===== config.mk =====
export PLATFORM = sky130hd
export DESIGN_NAME = mem_ctrl_flat
export DESIGN_NICKNAME = d
export VERILOG_FILES = /design/src/rtl/mem_ctrl_if.sv /design/src/rtl/mem_ctrl.sv /design/src/flat_wrapper.sv
export SDC_FILE = /design/constraint.sdc
export NUM_CORES = 1
export LEC_CHECK = 0
export BUFFER_PORTS_ARGS = -buffer_cell sky130_fd_sc_hd__buf_2
export CORE_MARGIN = 3
export CORE_UTILIZATION = 49
export DETAILED_ROUTE_END_ITERATION = 7
export PLACE_DENSITY = 0.86
export SYNTH_ARGS = -nofsm -noshare
export SYNTH_HDL_FRONTEND = slang
export SYNTH_SLANG_ARGS = --single-unit

===== constraint.sdc =====
create_clock -name clk -period 2.56 [get_ports clk]
set_input_delay 0.256 -clock clk [delete_from_list [all_inputs] [get_ports clk]]
set_output_delay 0.256 -clock clk [all_outputs]
set_load 0.05 [all_outputs]

===== src/rtl/mem_ctrl_if.sv =====
// Bundle of signals between mem_ctrl, its two requesters (IF and MEM stage)
// and the byte-wide unified RAM. The controller uses the slave view; the
// pipeline/RAM side uses the master view.
interface mem_ctrl_if #(
    parameter int ADDR_W = 32
);
    // instruction fetch side
    logic              if_req;
    logic [ADDR_W-1:0] if_addr;
    logic              if_flush;
    logic [31:0]       if_data;
    logic              if_done;

    // MEM stage load/store side
    logic              mem_req;
    logic              mem_we;
    logic [1:0]        mem_size;
    logic [ADDR_W-1:0] mem_addr;
    logic [31:0]       mem_wdata;
    logic [31:0]       mem_rdata;
    logic              mem_done;

    // byte-wide RAM port and status
    logic [ADDR_W-1:0] ram_a;
    logic [7:0]        ram_dout;
    logic              ram_wr;
    logic [7:0]        ram_din;
    logic              busy;

    modport slave (
        input  if_req, if_addr, if_flush,
        input  mem_req, mem_we, mem_size, mem_addr, mem_wdata,
        input  ram_din,
        output if_data, if_done,
        output mem_rdata, mem_done,
        output ram_a, ram_dout, ram_wr, busy
    );

    modport master (
        output if_req, if_addr, if_flush,
        output mem_req, mem_we, mem_size, mem_addr, mem_wdata,
        output ram_din,
        input  if_data, if_done,
        input  mem_rdata, mem_done,
        input  ram_a, ram_dout, ram_wr, busy
    );
endinterface


===== src/rtl/mem_ctrl.sv =====
// Byte-wide unified RAM controller. Arbitrates between instruction fetch and
// the MEM stage (MEM has priority), and turns 8/16/32-bit accesses into
// sequential little-endian byte transfers. Each requester gets a registered
// one-cycle done pulse; a port whose done is high is not re-accepted at that
// edge, so a request that is still held after completion is not re-issued.
module mem_ctrl #(
    parameter int ADDR_W = 32
) (
    input  logic       clk,
    input  logic       rst,
    mem_ctrl_if.slave  bus
);

    localparam logic [1:0] S_IDLE = 2'd0;
    localparam logic [1:0] S_RD   = 2'd1;
    localparam logic [1:0] S_WR   = 2'd2;

    localparam logic PORT_IF  = 1'b0;
    localparam logic PORT_MEM = 1'b1;

    logic [1:0]        r_state;
    logic              r_port;
    logic [ADDR_W-1:0] r_base;
    logic [2:0]        r_n;
    logic [2:0]        r_cyc;
    logic [31:0]       r_wdata;
    logic [31:0]       r_asm;
    logic [ADDR_W-1:0] r_ram_a;
    logic [7:0]        r_ram_dout;
    logic              r_ram_wr;
    logic [31:0]       r_if_data;
    logic [31:0]       r_mem_rdata;
    logic              r_if_done;
    logic              r_mem_done;

    logic              w_mem_go;
    logic              w_if_go;
    logic [2:0]        w_mem_n;
    logic [2:0]        w_cyc_nx;
    logic [1:0]        w_lane;
    logic [31:0]       w_asm;
    logic [ADDR_W-1:0] w_next_a;
    logic [7:0]        w_next_byte;

    // r_cyc counts edges since acceptance; byte k arrives on ram_din in the
    // cycle where r_cyc == k+1, so the lane being captured is r_cyc-1.
    assign w_mem_go    = bus.mem_req && !r_mem_done;
    assign w_if_go     = bus.if_req && !r_if_done && !bus.if_flush;
    assign w_cyc_nx    = r_cyc + 3'd1;
    assign w_lane      = r_cyc[1:0] - 2'd1;
    assign w_next_a    = r_base + ADDR_W'(w_cyc_nx);
    assign w_next_byte = r_wdata[8*w_cyc_nx[1:0] +: 8];

    // Decode transfer length and merge the incoming RAM byte into its lane.
    always_comb begin
        case (bus.mem_size)
            2'd0:    w_mem_n = 3'd1;
            2'd1:    w_mem_n = 3'd2;
            default: w_mem_n = 3'd4;
        endcase
        w_asm = r_asm;
        w_asm[8*w_lane +: 8] = bus.ram_din;
    end

    // Main sequencer: arbitration in IDLE, byte-serial read and write phases.
    always_ff @(posedge clk) begin
        if (rst) begin
            r_state     <= S_IDLE;
            r_port      <= PORT_IF;
            r_base      <= '0;
            r_n         <= '0;
            r_cyc       <= '0;
            r_wdata     <= '0;
            r_asm       <= '0;
            r_ram_a     <= '0;
            r_ram_dout  <= '0;
            r_ram_wr    <= 1'b0;
            r_if_data   <= '0;
            r_mem_rdata <= '0;
            r_if_done   <= 1'b0;
            r_mem_done  <= 1'b0;
        end else begin
            r_if_done  <= 1'b0;
            r_mem_done <= 1'b0;
            case (r_state)
                S_IDLE: begin
                    if (w_mem_go) begin
                        r_port  <= PORT_MEM;
                        r_base  <= bus.mem_addr;
                        r_n     <= w_mem_n;
                        r_wdata <= bus.mem_wdata;
                        r_cyc   <= '0;
                        r_asm   <= '0;
                        r_ram_a <= bus.mem_addr;
                        if (bus.mem_we) begin
                            r_ram_dout <= bus.mem_wdata[7:0];
                            r_ram_wr   <= 1'b1;
                            r_state    <= S_WR;
                        end else begin
                            r_state    <= S_RD;
                        end
                    end else if (w_if_go) begin
                        r_port  <= PORT_IF;
                        r_base  <= bus.if_addr;
                        r_n     <= 3'd4;
                        r_cyc   <= '0;
                        r_asm   <= '0;
                        r_ram_a <= bus.if_addr;
                        r_state <= S_RD;
                    end
                end
                S_RD: begin
                    if (r_port == PORT_IF && bus.if_flush) begin
                        r_state <= S_IDLE;
                    end else begin
                        r_cyc <= w_cyc_nx;
                        if (r_cyc != 3'd0) begin
                            r_asm <= w_asm;
                        end
                        if (w_cyc_nx < r_n) begin
                            r_ram_a <= w_next_a;
                        end
                        if (r_cyc == r_n) begin
                            if (r_port == PORT_MEM) begin
                                r_mem_rdata <= w_asm;
                                r_mem_done  <= 1'b1;
                            end else begin
                                r_if_data   <= w_asm;
                                r_if_done   <= 1'b1;
                            end
                            r_state <= S_IDLE;
                        end
                    end
                end
                S_WR: begin
                    if (w_cyc_nx == r_n) begin
                        r_ram_wr   <= 1'b0;
                        r_mem_done <= 1'b1;
                        r_state    <= S_IDLE;
                    end else begin
                        r_cyc      <= w_cyc_nx;
                        r_ram_a    <= w_next_a;
                        r_ram_dout <= w_next_byte;
                    end
                end
                default: begin
                    r_ram_wr <= 1'b0;
                    r_state  <= S_IDLE;
                end
            endcase
        end
    end

    assign bus.if_data   = r_if_data;
    assign bus.if_done   = r_if_done;
    assign bus.mem_rdata = r_mem_rdata;
    assign bus.mem_done  = r_mem_done;
    assign bus.ram_a     = r_ram_a;
    assign bus.ram_dout  = r_ram_dout;
    assign bus.ram_wr    = r_ram_wr;
    assign bus.busy      = (r_state != S_IDLE);

endmodule


===== src/flat_wrapper.sv =====
// flat-port wrapper written by rule: the top's interface ports become plain ports
module mem_ctrl_flat 
#(
    parameter int ADDR_W = 32
)
  (clk, rst, bus_if_req, bus_if_addr, bus_if_flush, bus_mem_req, bus_mem_we, bus_mem_size, bus_mem_addr, bus_mem_wdata, bus_ram_din, bus_if_data, bus_if_done, bus_mem_rdata, bus_mem_done, bus_ram_a, bus_ram_dout, bus_ram_wr, bus_busy);
  mem_ctrl_if #(.ADDR_W(ADDR_W)) bus_i ();
  input  logic clk;
  input  logic rst;
  input wire logic [$bits(bus_i.if_req)-1:0] bus_if_req;
  input wire logic [$bits(bus_i.if_addr)-1:0] bus_if_addr;
  input wire logic [$bits(bus_i.if_flush)-1:0] bus_if_flush;
  input wire logic [$bits(bus_i.mem_req)-1:0] bus_mem_req;
  input wire logic [$bits(bus_i.mem_we)-1:0] bus_mem_we;
  input wire logic [$bits(bus_i.mem_size)-1:0] bus_mem_size;
  input wire logic [$bits(bus_i.mem_addr)-1:0] bus_mem_addr;
  input wire logic [$bits(bus_i.mem_wdata)-1:0] bus_mem_wdata;
  input wire logic [$bits(bus_i.ram_din)-1:0] bus_ram_din;
  output wire logic [$bits(bus_i.if_data)-1:0] bus_if_data;
  output wire logic [$bits(bus_i.if_done)-1:0] bus_if_done;
  output wire logic [$bits(bus_i.mem_rdata)-1:0] bus_mem_rdata;
  output wire logic [$bits(bus_i.mem_done)-1:0] bus_mem_done;
  output wire logic [$bits(bus_i.ram_a)-1:0] bus_ram_a;
  output wire logic [$bits(bus_i.ram_dout)-1:0] bus_ram_dout;
  output wire logic [$bits(bus_i.ram_wr)-1:0] bus_ram_wr;
  output wire logic [$bits(bus_i.busy)-1:0] bus_busy;
  assign bus_i.if_req = bus_if_req;
  assign bus_i.if_addr = bus_if_addr;
  assign bus_i.if_flush = bus_if_flush;
  assign bus_i.mem_req = bus_mem_req;
  assign bus_i.mem_we = bus_mem_we;
  assign bus_i.mem_size = bus_mem_size;
  assign bus_i.mem_addr = bus_mem_addr;
  assign bus_i.mem_wdata = bus_mem_wdata;
  assign bus_i.ram_din = bus_ram_din;
  assign bus_if_data = bus_i.if_data;
  assign bus_if_done = bus_i.if_done;
  assign bus_mem_rdata = bus_i.mem_rdata;
  assign bus_mem_done = bus_i.mem_done;
  assign bus_ram_a = bus_i.ram_a;
  assign bus_ram_dout = bus_i.ram_dout;
  assign bus_ram_wr = bus_i.ram_wr;
  assign bus_busy = bus_i.busy;
  mem_ctrl #(.ADDR_W(ADDR_W)) u_core (.clk(clk), .rst(rst), .bus(bus_i));
endmodule

==> flow_metrics.tcl <==
set metrics [dict create \
    port_buffers 219 \
    crit_path_start "u_core.r_cyc[0]" \
    cts_buffers 23 \
    cp-start-kind "flip-flop" \
    vias_per_cell 5.58 \
    whs_ns 0.0195 \
    reg2reg_depth 9 \
    total_power_mw 10.4 \
    die_h_um 146 \
    start_util 0.506 \
    pin_count 220 \
    drive_gt1_frac 0.252 \
    synth_seq_cells 212 \
    pwr_density_cell_mw_per_mm2 852 \
    grt_first_pass_wirelength_um 43800 \
    ys.flop_type "dfxtp_1" \
    max_freq_ghz 0.403 \
    syn_inst 1119 \
    synthTopCellsByArea "dfxtp_1 (44%), a211oi_1 (8.5%), a21oi_1 (7.1%), nand2_1 (5.3%), nor2_1 (5.2%)" \
    setup_violations 0 \
    yosys.area.top_type_share 0.442 \
    root_buffer "clkbuf_16" \
    cts.sinks 212 \
    leakagePower_nw 5.00 \
    yosys_warnings 0 \
    clockBufferDepth 3 \
    cts_tree "yes" \
    place_inst 1557 \
    synth_edf_count 0 \
    drc 0 \
    yosysUniqueCellTypes 48 \
    worst_pin_slew_ns 0.712 \
    hp-class "in2reg" \
    ir_drop_v 0.000542 \
    global_route.usage.total 0.243 \
    syn_area_mm2 0.00959 \
    finalCriticalPeriod_ns 2.48 \
    cts_max_level 1 \
    grt_pass1_vias 8691 \
    fin_crit_sh 0.968 \
    hpwl_um 18300 \
    wl_per_cell_um 16.7 \
    ff2ff_setup_slack_ns 0.08 \
    drv_slew 0 \
    final_cells 1629 \
    num_vias 9091 \
    grt_start_max_net_pins 149 \
    min_from "bus_mem_wdata[6]" \
    synthArstFlopShare 0 \
    fp.dieW_um 146 \
    first_pass_iters 7 \
    rows 50 \
    yosys.area.top_type "dfxtp_1" \
    syn_area_per_cell_um2 8.57 \
    critPathKind "reg2reg" \
    clock_skew_ns 0.0168 \
    rsz0062_at_grt "true" \
    routed_wl_um 27200 \
    die_area_mm2 0.0213 \
    synth-seq-area-share 0.442 \
    antenna_found_initial 0 \
    required_ns 2.96 \
    area_growth_pct 27.7 \
    postSynthNetCount 1248 \
    critPathArrivalTime_ns 2.88 \
    outcome "finished clean" \
    core_mm2 0.0190 \
    ant_nets 0 \
    gp_congestion 0.871 \
    holdPathStages 3 \
    tns_ns 0 \
    timing.rr.end "u_core.bus.if_data[9]" \
    endpoint_kind "flip-flop" \
    insertion_delay_ns 0.51 \
    cts.clk_slew.worst_paths_ns 0.06 \
    hold_violations 0 \
    maxSlewHeadroom 0.522 \
    grt_overflow 0 \
    drt_iter0_drc 960 \
    endpoint "u_core.bus.if_data[9]" \
    fin_nets 1483 \
    cp_max_fo 64 \
    crit-reg2reg-launch "u_core.r_cyc[0]" \
    cap_violations 0 \
]
==> placed cells by master (no fill, tap or decap), types with 14 or more instances in the layout <==
cell,Yosys,final
ha_1,16,14
mux2i_1,47,47
buf_4,0,40
nor2_1,133,131
buf_2,19,218
a21oi_1,137,135
inv_1,14,14
nand2_1,135,135
nand3_1,17,16
a211oi_1,109,109
clkbuf_16,0,23
xnor2_1,18,18
dlygate4sd3_1,0,27
nand3b_1,35,35
dfxtp_1,212,211
nor2b_1,33,32
==> Yosys cell counts, types with 2 or more instances <==
cell type and instances:
dfxtp_1 212, a21oi_1 137, nand2_1 135, nor2_1 133
a211oi_1 109, clkbuf_1 63, mux2i_1 47, nand3b_1 35
nor2b_1 33, buf_2 19, xnor2_1 18, nand3_1 17
ha_1 16, inv_1 14, nand4_1 13, o21ai_0 13
nor3_1 12, xor2_1 10, o211ai_1 9, a31oi_1 8
mux4_2 8, o21ai_1 6, and3_1 5, and2_1 4
and4_1 4, nor3_2 4, nor4_2 4, nand2b_1 3
o22ai_1 3, a211oi_2 2, a311oi_1 2, and2_0 2
buf_6 2, nor4_1 2, or2_2 2
==> where the power goes <==
group          switching [mW]  internal (mW)  leakage, nW
sequential              0.281           3.68         1.73
clock                    1.31           1.94        0.366
combinational            2.19           1.03         2.90
total                    3.79           6.64         5.00
==> how the worst min path moves through the flow <==
stage / end / slack, ns
global placement: u_core.r_asm[30] / 0.43
finish: u_core.r_wdata[6] / 0.02
floorplan: u_core.bus.if_done / 0.33
global route: u_core.r_wdata[15] / 0.005
CTS: u_core.r_wdata[15] / 0.00008
detailed placement: u_core.r_asm[13] / 0.44
==> registers in the layout, summed over array words and instances, names as in the netlist <==
name and flops:
u_core.bus.ram_a 32, u_core.r_base 32, u_core.bus.ram_dout 8, u_core.r_cyc 3, u_core.r_port 1, u_core.bus.if_data 32
u_core.bus.mem_rdata 32, u_core.r_state 2, u_core.r_asm 32, u_core.bus.mem_done 1, u_core.r_wdata 32, u_core.bus.ram_wr 1
u_core.r_n 3, u_core.bus.if_done 1
==> layout make-up <==
| class | instances | area, µm² |
|---|---|---|
| clock inverters | 9 | 103 |
| multi-input cells | 808 | 5050 |
| clock buffers | 30 | 632 |
| repair buffers | 294 | 1840 |
| fillers | 1490 | 6710 |
| well taps | 260 | 325 |
| inverters | 15 | 56.3 |
| flip-flops and latches | 212 | 4250 |
| diodes | 1 | 2.50 |
==> critical path, cell delays in order (launching register included) <==
cell      delay, ns
dfxtp_1        0.35
buf_4          0.14
buf_4          0.25
ha_1           0.30
nor3_2         0.28
nand2_1        0.16
nor3_4         0.19
buf_12         0.27
nor2_1         0.10
a211oi_1       0.27
==> cell families after synthesis <==
group | Yosys count | share of synthesized area
xor+xnor | 28 | 0.0256
flops | 212 | 0.442
simple gates | 413 | 0.207
compound gates | 295 | 0.191
buf+inv | 99 | 0.0428
fa+ha+maj | 17 | 0.0230
mux | 55 | 0.0678
==> per-layer routing <==
| layer | up-vias | track usage | wire (µm) |
|---|---|---|---|
| met3 | 64 | 0.0427 | 1900 |
| met2 | 379 | 0.415 | 13400 |
| met1 | 4220 | 0.310 | 11100 |
| li1 | 4428 | - | - |
| met5 | - | 0 | 0 |
| met4 | 0 | 0.0855 | 852 |
==> metrics by stage <==
stage                     setup slack, ns  instance area, µm²   util
after floorplan                  -0.00134                9600      -
after CTS                          0.0148               12200  0.642
after detailed placement          -0.0533               11100  0.586
after global routing              -0.0281               12200  0.646
final                              0.0813               12200  0.646
after global placement             0.0290               11100  0.586
==> timing repair <==
item | in CTS | in global routing
cloned | 1 | 0
endpoints found under the setup margin | 9 | 57
gates resized for setup | 5 | 10
endpoints found under the hold margin | 27 | 1
hold buffers | 26 | 1
pin swaps | 1 | 1
buffers inserted | 0 | 4
(Power assumes the default switching activity.)
